File: src/rtl/sysx_pkg.sv
// sysx_pkg: shared types and constants for the sysX transfer sequencer.
// Holds the FSM encoding, byte-lane constants and a byte-select helper.
package sysx_pkg;

  localparam logic [2:0] ST_IDLE  = 3'd0;
  localparam logic [2:0] ST_LOAD  = 3'd1;
  localparam logic [2:0] ST_LATCH = 3'd2;
  localparam logic [2:0] ST_BYTE3 = 3'd3;
  localparam logic [2:0] ST_BYTE2 = 3'd4;
  localparam logic [2:0] ST_BYTE1 = 3'd5;
  localparam logic [2:0] ST_BYTE0 = 3'd6;
  localparam logic [2:0] ST_STORE = 3'd7;

  typedef enum logic [2:0] {
    S_IDLE  = ST_IDLE,
    S_LOAD  = ST_LOAD,
    S_LATCH = ST_LATCH,
    S_BYTE3 = ST_BYTE3,
    S_BYTE2 = ST_BYTE2,
    S_BYTE1 = ST_BYTE1,
    S_BYTE0 = ST_BYTE0,
    S_STORE = ST_STORE
  } sysx_state_e;

  localparam logic [1:0] LANE3 = 2'd3;
  localparam logic [1:0] LANE2 = 2'd2;
  localparam logic [1:0] LANE1 = 2'd1;
  localparam logic [1:0] LANE0 = 2'd0;

  localparam logic [1:0] SYSX_SEL_NONE = 2'd0;

  function automatic logic [7:0] lane_byte(
    input logic [31:0] w,
    input logic [1:0]  lane
  );
    return w[{lane, 3'b000} +: 8];
  endfunction

  function automatic logic [1:0] state_lane(input sysx_state_e s);
    unique case (s)
      S_BYTE3: return LANE3;
      S_BYTE2: return LANE2;
      S_BYTE1: return LANE1;
      default: return LANE0;
    endcase
  endfunction

endpackage

File: src/rtl/sysx_transfer_sequencer_if.sv
// sysx_transfer_sequencer_if: buffer and external bus signals.
// master = sequencer side, slave = buffers/pins side.
interface sysx_transfer_sequencer_if #(
  parameter int ADDR_W = 8
);
  logic [ADDR_W-1:0] oMosiAddr;
  logic [31:0]       iMosiData;
  logic [ADDR_W-1:0] oMisoAddr;
  logic [31:0]       oMisoData;
  logic              oMisoWrite;
  logic [7:0]        oBusMOSI;
  logic [7:0]        iBusMISO;
  logic              oBusClock;
  logic [1:0]        oBusSelect;
  logic              iBusInterrupt;

  modport master (
    output oMosiAddr, oMisoAddr, oMisoData, oMisoWrite,
    output oBusMOSI, oBusClock, oBusSelect,
    input  iMosiData, iBusMISO, iBusInterrupt
  );

  modport slave (
    input  oMosiAddr, oMisoAddr, oMisoData, oMisoWrite,
    input  oBusMOSI, oBusClock, oBusSelect,
    output iMosiData, iBusMISO, iBusInterrupt
  );
endinterface

File: src/rtl/sysx_clock_tick.sv
// sysx_clock_tick: bus-clock divider; tick on terminal count.
// Ports: iClk, iReset, enable, divider (terminal count), tick.
module sysx_clock_tick #(
  parameter int DIV_W = 12
) (
  input  logic             iClk,
  input  logic             iReset,
  input  logic             enable,
  input  logic [DIV_W-1:0] divider,
  output logic             tick
);

  logic [DIV_W-1:0] cnt_q;
  logic [DIV_W-1:0] cnt_d;

  assign tick = enable && (cnt_q == divider);

  always_comb begin
    cnt_d = cnt_q + 1'b1;
    if (!enable || tick) cnt_d = '0;
  end

  always_ff @(posedge iClk) begin
    if (iReset) cnt_q <= '0;
    else        cnt_q <= cnt_d;
  end

endmodule

File: src/rtl/sysx_transfer_sequencer.sv
// sysx_transfer_sequencer: walks MOSI buffer, shifts words out as bytes,
// writes assembled MISO words back. Ports: control (start/count/divider/
// select/ack, busy/done/interrupt) plus bus interface (buffers + pins).
module sysx_transfer_sequencer
  import sysx_pkg::*;
#(
  parameter int ADDR_W = 8,
  parameter int DIV_W  = 12
) (
  input  logic              iClk,
  input  logic              iReset,
  input  logic              iStart,
  input  logic [ADDR_W-1:0] iWordCount,
  input  logic [DIV_W-1:0]  iDivider,
  input  logic [1:0]        iSelect,
  input  logic              iIntAck,
  output logic              oBusy,
  output logic              oDone,
  output logic              oInterrupt,
  sysx_transfer_sequencer_if.master bus
);

  sysx_state_e       state_q;
  logic [ADDR_W-1:0] idx_q, wcnt_q, maddr_q, waddr_q;
  logic [ADDR_W-1:0] idx_nxt;
  logic [DIV_W-1:0]  div_q;
  logic [1:0]        sel_q;
  logic [31:0]       shift_q, rx_q, wdata_q;
  logic [7:0]        mosi_q;
  logic              clk_q, wr_q, busy_q, done_q;
  logic              pend_q, pend_d;
  logic              s1_q, s2_q;
  logic              tick, in_byte, start_ok, last;
  logic [1:0]        lane;

  assign in_byte = (state_q == S_BYTE3) || (state_q == S_BYTE2) ||
                   (state_q == S_BYTE1) || (state_q == S_BYTE0);
  assign lane     = state_lane(state_q);
  assign idx_nxt  = idx_q + 1'b1;
  // count 0 wraps to 0 after 2^ADDR_W words
  assign last     = (state_q == S_STORE) && (idx_nxt == wcnt_q);
  assign start_ok = (state_q == S_IDLE) && iStart &&
                    (iSelect != SYSX_SEL_NONE);

  sysx_clock_tick #(.DIV_W(DIV_W)) u_tick (
    .iClk    (iClk),
    .iReset  (iReset),
    .enable  (in_byte),
    .divider (div_q),
    .tick    (tick)
  );

  // Pending holds through the done pulse too, so an ack landing on
  // either the final STORE or the done cycle loses to the set.
  always_comb begin
    pend_d = pend_q;
    if (iIntAck)         pend_d = 1'b0;
    if (last || done_q)  pend_d = 1'b1;
    if (start_ok)        pend_d = 1'b0;
  end

  always_ff @(posedge iClk) begin
    if (iReset) begin
      state_q <= S_IDLE;
      idx_q   <= '0;
      wcnt_q  <= '0;
      maddr_q <= '0;
      waddr_q <= '0;
      div_q   <= '0;
      sel_q   <= SYSX_SEL_NONE;
      shift_q <= '0;
      rx_q    <= '0;
      wdata_q <= '0;
      mosi_q  <= '0;
      clk_q   <= 1'b0;
      wr_q    <= 1'b0;
      busy_q  <= 1'b0;
      done_q  <= 1'b0;
      pend_q  <= 1'b0;
      s1_q    <= 1'b0;
      s2_q    <= 1'b0;
    end else begin
      done_q <= 1'b0;
      wr_q   <= 1'b0;
      pend_q <= pend_d;
      s1_q   <= bus.iBusInterrupt;
      s2_q   <= s1_q;
      unique case (state_q)
        S_IDLE: begin
          if (start_ok) begin
            wcnt_q  <= iWordCount;
            div_q   <= iDivider;
            sel_q   <= iSelect;
            idx_q   <= '0;
            maddr_q <= '0;
            busy_q  <= 1'b1;
            state_q <= S_LOAD;
          end
        end
        S_LOAD: state_q <= S_LATCH;
        S_LATCH: begin
          shift_q <= bus.iMosiData;
          mosi_q  <= lane_byte(bus.iMosiData, LANE3);
          state_q <= S_BYTE3;
        end
        S_BYTE3, S_BYTE2, S_BYTE1, S_BYTE0: begin
          if (tick) begin
            if (!clk_q) begin
              clk_q <= 1'b1;
              rx_q[{lane, 3'b000} +: 8] <= bus.iBusMISO;
            end else begin
              clk_q <= 1'b0;
              if (state_q == S_BYTE0) begin
                mosi_q  <= '0;
                wr_q    <= 1'b1;
                waddr_q <= idx_q;
                wdata_q <= rx_q;
                state_q <= S_STORE;
              end else begin
                mosi_q  <= lane_byte(shift_q, lane - 2'd1);
                state_q <= sysx_state_e'(state_q + 3'd1);
              end
            end
          end
        end
        S_STORE: begin
          idx_q <= idx_nxt;
          if (last) begin
            done_q  <= 1'b1;
            busy_q  <= 1'b0;
            sel_q   <= SYSX_SEL_NONE;
            state_q <= S_IDLE;
          end else begin
            maddr_q <= idx_nxt;
            state_q <= S_LOAD;
          end
        end
        default: state_q <= S_IDLE;
      endcase
    end
  end

  assign oBusy          = busy_q;
  assign oDone          = done_q;
  assign oInterrupt     = pend_q | s2_q;
  assign bus.oMosiAddr  = maddr_q;
  assign bus.oMisoAddr  = waddr_q;
  assign bus.oMisoData  = wdata_q;
  assign bus.oMisoWrite = wr_q;
  assign bus.oBusMOSI   = mosi_q;
  assign bus.oBusClock  = clk_q;
  assign bus.oBusSelect = sel_q;

endmodule

File: src/flat_wrapper.sv
// flat-port wrapper written by rule: the top's interface ports become plain ports
module sysx_transfer_sequencer_flat import sysx_pkg::*;
#(
  parameter int ADDR_W = 8,
  parameter int DIV_W  = 12
)
  (iClk, iReset, iStart, iWordCount, iDivider, iSelect, iIntAck, oBusy, oDone, oInterrupt, bus_oMosiAddr, bus_oMisoAddr, bus_oMisoData, bus_oMisoWrite, bus_oBusMOSI, bus_oBusClock, bus_oBusSelect, bus_iMosiData, bus_iBusMISO, bus_iBusInterrupt);
  sysx_transfer_sequencer_if #(.ADDR_W(ADDR_W)) bus_i ();
  input  logic iClk;
  input  logic iReset;
  input  logic iStart;
  input  logic [ADDR_W-1:0] iWordCount;
  input  logic [DIV_W-1:0] iDivider;
  input  logic [1:0] iSelect;
  input  logic iIntAck;
  output logic oBusy;
  output logic oDone;
  output logic oInterrupt;
  output wire logic [$bits(bus_i.oMosiAddr)-1:0] bus_oMosiAddr;
  output wire logic [$bits(bus_i.oMisoAddr)-1:0] bus_oMisoAddr;
  output wire logic [$bits(bus_i.oMisoData)-1:0] bus_oMisoData;
  output wire logic [$bits(bus_i.oMisoWrite)-1:0] bus_oMisoWrite;
  output wire logic [$bits(bus_i.oBusMOSI)-1:0] bus_oBusMOSI;
  output wire logic [$bits(bus_i.oBusClock)-1:0] bus_oBusClock;
  output wire logic [$bits(bus_i.oBusSelect)-1:0] bus_oBusSelect;
  input wire logic [$bits(bus_i.iMosiData)-1:0] bus_iMosiData;
  input wire logic [$bits(bus_i.iBusMISO)-1:0] bus_iBusMISO;
  input wire logic [$bits(bus_i.iBusInterrupt)-1:0] bus_iBusInterrupt;
  assign bus_oMosiAddr = bus_i.oMosiAddr;
  assign bus_oMisoAddr = bus_i.oMisoAddr;
  assign bus_oMisoData = bus_i.oMisoData;
  assign bus_oMisoWrite = bus_i.oMisoWrite;
  assign bus_oBusMOSI = bus_i.oBusMOSI;
  assign bus_oBusClock = bus_i.oBusClock;
  assign bus_oBusSelect = bus_i.oBusSelect;
  assign bus_i.iMosiData = bus_iMosiData;
  assign bus_i.iBusMISO = bus_iBusMISO;
  assign bus_i.iBusInterrupt = bus_iBusInterrupt;
  sysx_transfer_sequencer #(.ADDR_W(ADDR_W), .DIV_W(DIV_W)) u_core (.iClk(iClk), .iReset(iReset), .iStart(iStart), .iWordCount(iWordCount), .iDivider(iDivider), .iSelect(iSelect), .iIntAck(iIntAck), .oBusy(oBusy), .oDone(oDone), .oInterrupt(oInterrupt), .bus(bus_i));
endmodule
File: config.mk
export PLATFORM = sky130hd
export DESIGN_NAME = sysx_transfer_sequencer_flat
export DESIGN_NICKNAME = d
export VERILOG_FILES = /design/src/rtl/sysx_pkg.sv /design/src/rtl/sysx_transfer_sequencer_if.sv /design/src/rtl/sysx_clock_tick.sv /design/src/rtl/sysx_transfer_sequencer.sv /design/src/flat_wrapper.sv
export SDC_FILE = /design/constraint.sdc
export NUM_CORES = 1
export LEC_CHECK = 0
export CAP_MARGIN = 20
export CORE_AREA = 2 2 147 113
export DETAILED_ROUTE_END_ITERATION = 10
export DIE_AREA = 0 0 149 115
export GPL_TIMING_DRIVEN = 1
export PLACE_DENSITY = 0.76
export SYNTH_ARGS = -nofsm -noshare
export SYNTH_HDL_FRONTEND = slang
export SYNTH_SLANG_ARGS = --single-unit
File: constraint.sdc
create_clock -name iClk -period 3 [get_ports iClk]
set_clock_uncertainty 0.1 [all_clocks]
set_input_delay 0.3 -clock iClk [delete_from_list [all_inputs] [get_ports iClk]]
set_output_delay 0.3 -clock iClk [all_outputs]
set_load 0.05 [all_outputs]
; After elaboration in Yosys (flattened, before gate mapping)
; Cells that the tools add are included.
[op_classes]
n_addsub = 5
eq_ne = 14
n_shift = 3
n_mux = 27
bitwise_logic = 5
n_reduce_logical = 29
[op_table]
columns = operator, count
row1 = one-hot mux 8 bit (2 select lines), 3
row2 = 2-to-1 mux 8 bit, 5
row3 = bitwise mux 32 bit, 1
row4 = variable shift 8 x 7 -> 32 bit (first input constant), 1
row5 = variable part select 32 x 6 -> 8 bit, 1
row6 = variable part select 8 x 7 -> 32 bit, 1
row7 = one-hot mux 3 bit (5 select lines), 1
row8 = AND reduction 3 bit, 5
row9 = adder 12 x 1 -> 12 bit (second input constant), 1
row10 = equality test 12 bit, 1
row11 = equality test 3 bit (second input constant), 4
row12 = 2-to-1 mux 3 bit, 4
row13 = adder 8 x 1 -> 8 bit (second input constant), 1
row14 = equality test 8 bit, 1
row15 = 2-to-1 mux 1 bit, 8
row16 = nonzero test 2 bit, 4
row17 = OR reduction 4 bit, 2
row18 = negator 5 -> 7 bit, 1
row19 = equality test 3 x 2 -> 1 bit (second input constant), 2
row20 = != test 2 x 1 -> 1 bit (second input constant), 3
row21 = one-hot mux 2 bit (3 select lines), 1
row22 = AND reduction 2 bit, 3
row23 = OR reduction 2 bit, 3
row24 = logical OR 1 bit, 5
row25 = other kinds (13), 21
[word_totals]
regBits = 172
word_cells = 102

; Depth between registers and ports, before layout
; Gate-level depths: netlist of run 1.
[logic_depth]
word_depth = 8
ltp_mapped = 12
mapped_depth_nobuf = 10

; Hierarchy
; A second synthesis of run 1 with hierarchy kept.
[unflattened]
cells_unflattened = 926
hier_area_um2 = 7581.0
[modules_own_cells]
columns = module, n_inst, cells_each, area_per_inst_um2, seq_area_each_um2
row1 = sysx_transfer_sequencer, 1, 853, 6894.1, 3203.1
row2 = sysx_clock_tick, 1, 73, 686.9, 240.2

; Least setup slack after synthesis of run 1
; Ideal clock, no wire load.
[synth_timing]
path_type = flip-flop to flip-flop
from = reg u_core.state_q[2]
to = reg u_core.mosi_q[1], in the netlist u_core.bus.oBusMOSI[1]
t_arrival_ns = 3.054
required_time_ns = 2.765
path_slack_ns = -0.289
path_stages_with_launch = 12
n_path_buf = 3
period_less_slack_ns = 3.289
cell_sequence = dfxtp_1 -> buf_2 -> inv_1 -> ha_1 -> nand2_1 -> o21ai_2 -> clkbuf_1 -> ha_1 -> buf_1 -> mux4_2 -> a22oi_1 -> a211oi_1
[synth_between]
elab_chain_cells = 8
[synth_rtl]
columns = element, line_no
row1 = start: declaration, sysx_transfer_sequencer.sv:23  ; sysx_state_e state_q;
row2 = start signal: assignment, sysx_transfer_sequencer.sv:121  ; state_q <= sysx_state_e'(state_q + 3'd1);
row3 = "equality test 3 bit, or another cell as far along", "sysx_pkg.sv:40, sysx_transfer_sequencer.sv:37, sysx_transfer_sequencer.sv:88"
row4 = one-hot mux 2 bit (3 select lines), sysx_pkg.sv:40  ; unique case (s)
row5 = subtractor 2 x 1 -> 2 bit, sysx_transfer_sequencer.sv:120  ; mosi_q <= lane_byte(shift_q, lane - 2'd1);
row6 = variable part select 32 x 6 -> 8 bit, sysx_pkg.sv:36  ; return w[{lane, 3'b000} +: 8];
row7 = 2-to-1 mux 8 bit, sysx_transfer_sequencer.sv:113  ; if (state_q == S_BYTE0) begin
row8 = 2-to-1 mux 8 bit, sysx_transfer_sequencer.sv:108  ; if (!clk_q) begin
row9 = 2-to-1 mux 8 bit, sysx_transfer_sequencer.sv:107  ; if (tick) begin
row10 = one-hot mux 8 bit (2 select lines), sysx_transfer_sequencer.sv:88  ; unique case (state_q)
row11 = end signal: assignment, sysx_transfer_sequencer.sv:103  ; mosi_q <= lane_byte(bus.iMosiData, LANE3);
row12 = end signal: assignment, sysx_transfer_sequencer.sv:120
row13 = end: declaration, sysx_transfer_sequencer.sv:29  ; logic [7:0] mosi_q;
; Parallel ways exist; a longest one is shown, timed or not. The select of a mux whose other input is x is not followed.
; A chain may end at the register's enable or synchronous reset.

; Final worst setup path of run 1
[layout_timing]
from = reg u_core.state_q[0]
to = reg u_core.mosi_q[1], in the netlist u_core.bus.oBusMOSI[1]
; Same word-level chain as after synthesis.

==> impl_metrics.ini, run 1 <==
[die]
initial_core_util_pct = 47.2
rows = 40
core-area_um2 = 15700
die_h_um = 115
io_pins = 130
chipWidth_um = 149
die_area_um2 = 17100

[setup_path]
end_kind = flop
slowest_stage = mux4_2
critPathLaunchType = flop
required_ns = 3.17
cp_common_cell = ha_1
path_class = flop to flop
path_max_fanout = 8
worst-endpoint-arrival_ns = 2.92
max_stage_delay_ns = 0.50
cp_cell_sequence = ha_1 > ha_2 > nand2_1 > o21ai_2 > ha_1 > buf_12 > mux4_2 > a22oi_1 > a211oi_1

[synth]
ys_ff_latch = 172
synth.distinct_cells = 60
syn-num-nets = 968
avgSynthCellArea_um2 = 8.36
synth_xor_area_share_pct = 4.01
synth-seq-area-share_pct = 46.4
synth_fa_ha_area_share_pct = 2.19
netlist_area_um2 = 7420
synth.largest_area_cell = dfxtp_1
synth_edf_count = 0
synth_top_family_by_area = simple AND/OR/NAND/NOR gates
synth_simple_gate_area_share_pct = 24.1
synth.area.mux_share_pct = 2.56
yosys_warnings = 0
netlist_top_cells_count = nand2_1, dfxtp_1, a21oi_1
yosysTopAreaCellShare_pct = 46.4
synth_most_common_cell = nand2_1
synthFlopType = dfxtp_1
synth_cells = 888
async_reset_ff_share_pct = 0
synth_compound_area_share_pct = 16.1
synth.top_cells.by_area = dfxtp_1, nand2_1, a21oi_1

[final_layout]
final_nets = 1075
regArea_um2 = 3440
n_antenna_cell = 0
fillers = 1420
multiInputGateArea_um2 = 3670
area_growth_pct = 28.2
layout-drive-gt1-share_pct = 9.34
utilization_pct = 60.5

[cts]
clockBufferDepth = 2
postCtsSetupBuffers = 0
clkSinkCount = 172
clkLatencyLatePin_ns = 0.42
numCtsBuffers = 17
htree_levels = 4
cts_tree = yes
cts-root-buf = clkbuf_16
path_clk_slew_ns = 0.06

[sta]
setup_viol = 0
fin_crit_sh_pct = 91.7
rsz0062_at_grt = no
period_needed_ns = 2.75
tns_ns = 0
maxSlewViolCount = 0
fin_ws_ns = 0.250
max_freq_mhz = 364
slew_headroom_pct = 53.4
hold_viol = 0
worst_slew_pin_slew_ns = 0.691

[power]
powerDensity_nw_per_um2 = 643
swShare_pct = 28.6
vdd_drop_max_v = 0.000432
power.share.combinational_pct = 19.8
pwr-share-clk_pct = 38.4
leakage_nw = 3.25
sequentialPowerShare_pct = 41.8
switchingPower_mw = 1.75
finalPower_mw = 6.12
power.internal_mw = 4.37

[grt]
track_usage_pct = 22.0
grt_max_degree = 68
grt_pass1_vias = 6155
gr-total-overflow = 0
antenna_found_initial = 0
grt_pass1_wl_um = 30300

[drt]
drt_iter0_drc = 485
vias = 6447
routed_wl_um = 18300
viasPerCell = 5.30
post-route-drc-count = 0
ant_nets = 0
firstDrtPassIters = 4
wire_per_inst_um = 15.0

[placed_design]
port_buffers = 129
pre_cts_slack_ns = 0.102
gp_congestion = 0.897
hpwl_um = 12600

[min_path]
hp-class = input port to flop

[status]
status = completed

[job]
cap_violations = 0
-- stage by stage --
step                instances  hold slack [ns]  area (µm²)
floorplan                 888            0.314        7430
global placement         1186            0.317        8860
detailed placement       1186            0.322        8860
CTS                      1216            0.157        9490
global route             1216            0.187        9520
finish                   1216            0.178        9520
-- metal layers --
metal  vias up  wire [µm]  global-route usage (%)
li1       3223          -                       -
met1      2978       8650                    31.0
met2       214       8130                    33.7
met3        32       1180                    5.16
met4         0        308                    7.17
met5         -          0                       0
-- registers in the layout, summed over array words and instances (netlist names), 8 cells and up --
| signal | cells |
|---|---|
| u_core.shift_q | 32 |
| u_core.idx_q | 8 |
| u_core.bus.oBusMOSI | 8 |
| u_core.wcnt_q | 8 |
| u_core.div_q | 12 |
| u_core.bus.oMisoAddr | 8 |
| u_core.bus.oMisoData | 32 |
| u_core.rx_q | 32 |
| u_core.bus.oMosiAddr | 8 |
| u_core.u_tick.cnt_q | 12 |
-- area by class of cell --
class,instances,area share [%]
clock inverters,10,1.74
repair buffers,145,15.0
flip-flops and latches,172,36.2
inverters,21,0.828
multi-input cells,638,38.6
well taps,210,2.76
clock buffers,20,4.90
-- layout by cell type (no fill, tap or decap), types with 3 or more instances in the layout --
cell type        netlist  final
clkdlybuf4s50_1        0    128
mux4_2                 8      8
nand2b_1              16     16
inv_1                 21     21
nand4_1               11     11
ha_1                  13     11
a22oi_1                9      9
clkinvlp_4             0      3
xor2_1                22     22
and2_1                 3      3
and3_1                 8      8
buf_4                  1     15
dfxtp_1              172    172
a21oi_1              141    141
clkbuf_16              0     17
a31oi_1                3      3
bufinv_16              0      4
clkbuf_8               0      3
nor2_1                45     44
nor2b_1                4      3
a21oi_2                4      4
nor3_1                 6      4
a311oi_1               4      4
nor4_4                 3      3
xnor2_1               12     12
o22ai_1                8      8
nand2b_4               4      4
nand2_1              216    216
o21ai_0                8      8
a211oi_1              10     10
or2_2                  7      7
nand3_1               34     34
or3_1                  4      4
-- path summary, 6_finish.rpt --
check	startpoint	to	slack (ns)	depth (start not counted)
max	u_core.state_q[0]	u_core.bus.oBusMOSI[1]	0.25	9
min	iReset	u_core.s2_q	0.18	2
max reg2reg	u_core.state_q[0]	u_core.bus.oBusMOSI[1]	0.25	9
min reg2reg	u_core.s1_q	u_core.s2_q	0.33	1
-- worst max-delay path, delay by kind of cell, from the launching register on --
family	cells	cell delay [ns]
adders and majority gates	3	0.89
muxes	1	0.50
AOI/OAI and AO/OA	3	0.42
DFF	1	0.41
buffers and inverters	1	0.19
and+or+nand+nor	1	0.09
-- cell families (layout without fill, tap and decap cells) --
| family | Yosys count | in the layout |
|---|---|---|
| AO/OA/AOI/OAI | 204 | 204 |
| XOR/XNOR | 34 | 34 |
| adder cells (fa/ha/maj) | 13 | 13 |
| buffers and inverters | 78 | 196 |
| flip-flops | 172 | 172 |
| multiplexers | 9 | 9 |
| AND/OR/NAND/NOR | 378 | 378 |
-- power groups by stage --
| stage | sequential [mW] | combinational, mW | clock [mW] |
|---|---|---|---|
| finish | 2.56 | 1.21 | 2.35 |
| global route | 2.58 | 1.33 | 2.49 |
| CTS | 2.56 | 1.20 | 2.37 |
| detailed placement | 2.61 | 1.20 | 0 |
| global placement | 2.60 | 1.18 | 0 |
| floorplan | 2.70 | 0.723 | 0 |
-- what timing repair did --
item	4_1_cts	5_1_grt
setup endpoints to repair	0	24
hold buffers	0	0
gates resized for setup	0	6
Note: power is estimated with default switching activity, not from simulation.
==> inputs of run 2 (changes only) <==
CORE_AREA = 5 5 150 116   (was 2 2 147 113)
DIE_AREA = 0 0 155 121   (was 0 0 149 115)
==> run 2 against run 1 <==
  * Register-to-register slack got worse by 0.07 ns
  * Critical path depth increased by 1
  * Die area increased by 9.5%
  * Global-route usage decreased by 1.8 points
  * Via count decreased by 1.0%
  * Largest cell class unchanged
==> impl_metrics.ini, run 2 (synthesized netlist as in run 1, its figures left out) <==
[cts]
clkSinkCount = 172
postCtsSetupBuffers = 0
numCtsBuffers = 17
cts_tree = yes
holdBufCountCts = 0
path_clk_slew_ns = 0.07
cts-root-buf = clkbuf_16
clockBufferDepth = 2
clkLatencyLatePin_ns = 0.43
htree_levels = 4

[status]
status = completed

[die]
rows = 40
core-area_um2 = 15800
chipWidth_um = 155
die_area_um2 = 18800
initial_core_util_pct = 47.1
io_pins = 130
die_h_um = 121

[drt]
vias = 6382
viasPerCell = 5.24
ant_nets = 0
post-route-drc-count = 0
routed_wl_um = 18600
firstDrtPassIters = 5
drt_iter0_drc = 436
wire_per_inst_um = 15.2

[sta]
max_freq_mhz = 354
fin_crit_sh_pct = 94.1
tns_ns = 0
hold_viol = 0
setup_viol = 0
maxSlewViolCount = 0
period_needed_ns = 2.82
fin_ws_ns = 0.177
slew_headroom_pct = 49.1
rsz0062_at_grt = yes
worst_slew_pin_slew_ns = 0.764

[grt]
antenna_found_initial = 0
track_usage_pct = 20.2
grt_pass1_wl_um = 30800
gr-total-overflow = 0
grt_pass1_vias = 6203
grt_max_degree = 56

[min_path]
hp-class = input port to flop

[power]
powerDensity_nw_per_um2 = 636
leakage_nw = 3.23
vdd_drop_max_v = 0.000386

[placed_design]
port_buffers = 129
hpwl_um = 12900
gp_congestion = 0.852
pre_cts_slack_ns = 0.206

[job]
cap_violations = 0

[final_layout]
final_nets = 1075
final_common_cell = nand2_1
n_antenna_cell = 0
layout_common_cells = nand2_1, dfxtp_1, a21oi_1
area_growth_pct = 27.6
layout-drive-gt1-share_pct = 9.23

[setup_path]
path_max_fanout = 11
path_class = flop to flop
worst-endpoint-arrival_ns = 3.08
critPathLaunchType = flop
end_kind = flop
required_ns = 3.26
[run 2: changes by cell type in the layout (fill, tap and decap cells not counted), sizes merged]
cell	before	now
bufinv	4	3
clkbuf	20	19
clkinv	3	4
clkinvlp	3	4
inv	21	23
[run 2: critical path, cell delays in order, from the launching register on]
cell and delay (ns):
dfxtp_1 0.40, ha_1 0.25, ha_1 0.28, nand2_1 0.09
o21ai_2 0.17, buf_4 0.22, inv_1 0.14, ha_1 0.32
nor3b_4 0.45, nand4_1 0.16, a21oi_1 0.18
[run 2: path summary, 6_finish.rpt]
check,endpoint,startpoint,slack [ns],cells past startpoint
setup / recovery,u_core.rx_q[25],u_core.state_q[0],0.18,10
hold / removal,u_core.bus.oBusClock,iReset,0.26,2
setup reg to reg,u_core.rx_q[25],u_core.state_q[0],0.18,10
hold reg to reg,u_core.s2_q,u_core.s1_q,0.34,1
[run 2: power by group]
group / total, mW / leakage [nW] / switching, mW / internal [mW]
Combinational: 1.20 / 1.55 / 0.737 / 0.467
Sequential: 2.56 / 1.39 / 0.117 / 2.44
Clock: 2.25 / 0.286 / 0.919 / 1.34
Total: 6.02 / 3.23 / 1.77 / 4.25
[run 2: routing by layer]
metal  part of all wire (%)  GRT usage (%)
met2                     45           30.7
met1                     48           28.1
met5                      0              0
met3                    5.7           4.74
met4                    1.8           7.06
[run 2: layout make-up]
cell class	instances	area (µm²)
flip-flops and latches	172	3440
fillers	1411	6290
inverters	21	78.8
clock buffers	19	443
clock inverters	13	165
well taps	210	263
multi-input cells	638	3670
repair buffers	145	1410
[run 2: stage by stage]
stage	cells	total power, mW	hold slack (ns)	utilization, %	instance area [µm²]
finish	1218	6.02	0.258	60.1	9470
global route	1218	6.30	0.285	60.1	9470
CTS	1218	6.05	0.232	60.0	9450
detailed placement	1186	3.80	0.331	56.1	8840
global placement	1186	3.78	0.316	56.1	8840
floorplan	888	3.42	0.314	-	7430
[run 2: what timing repair did]
item                                   CTS  global route
endpoints found under the hold margin    0             0
setup endpoints to repair                0            10
resized for setup                        0             3
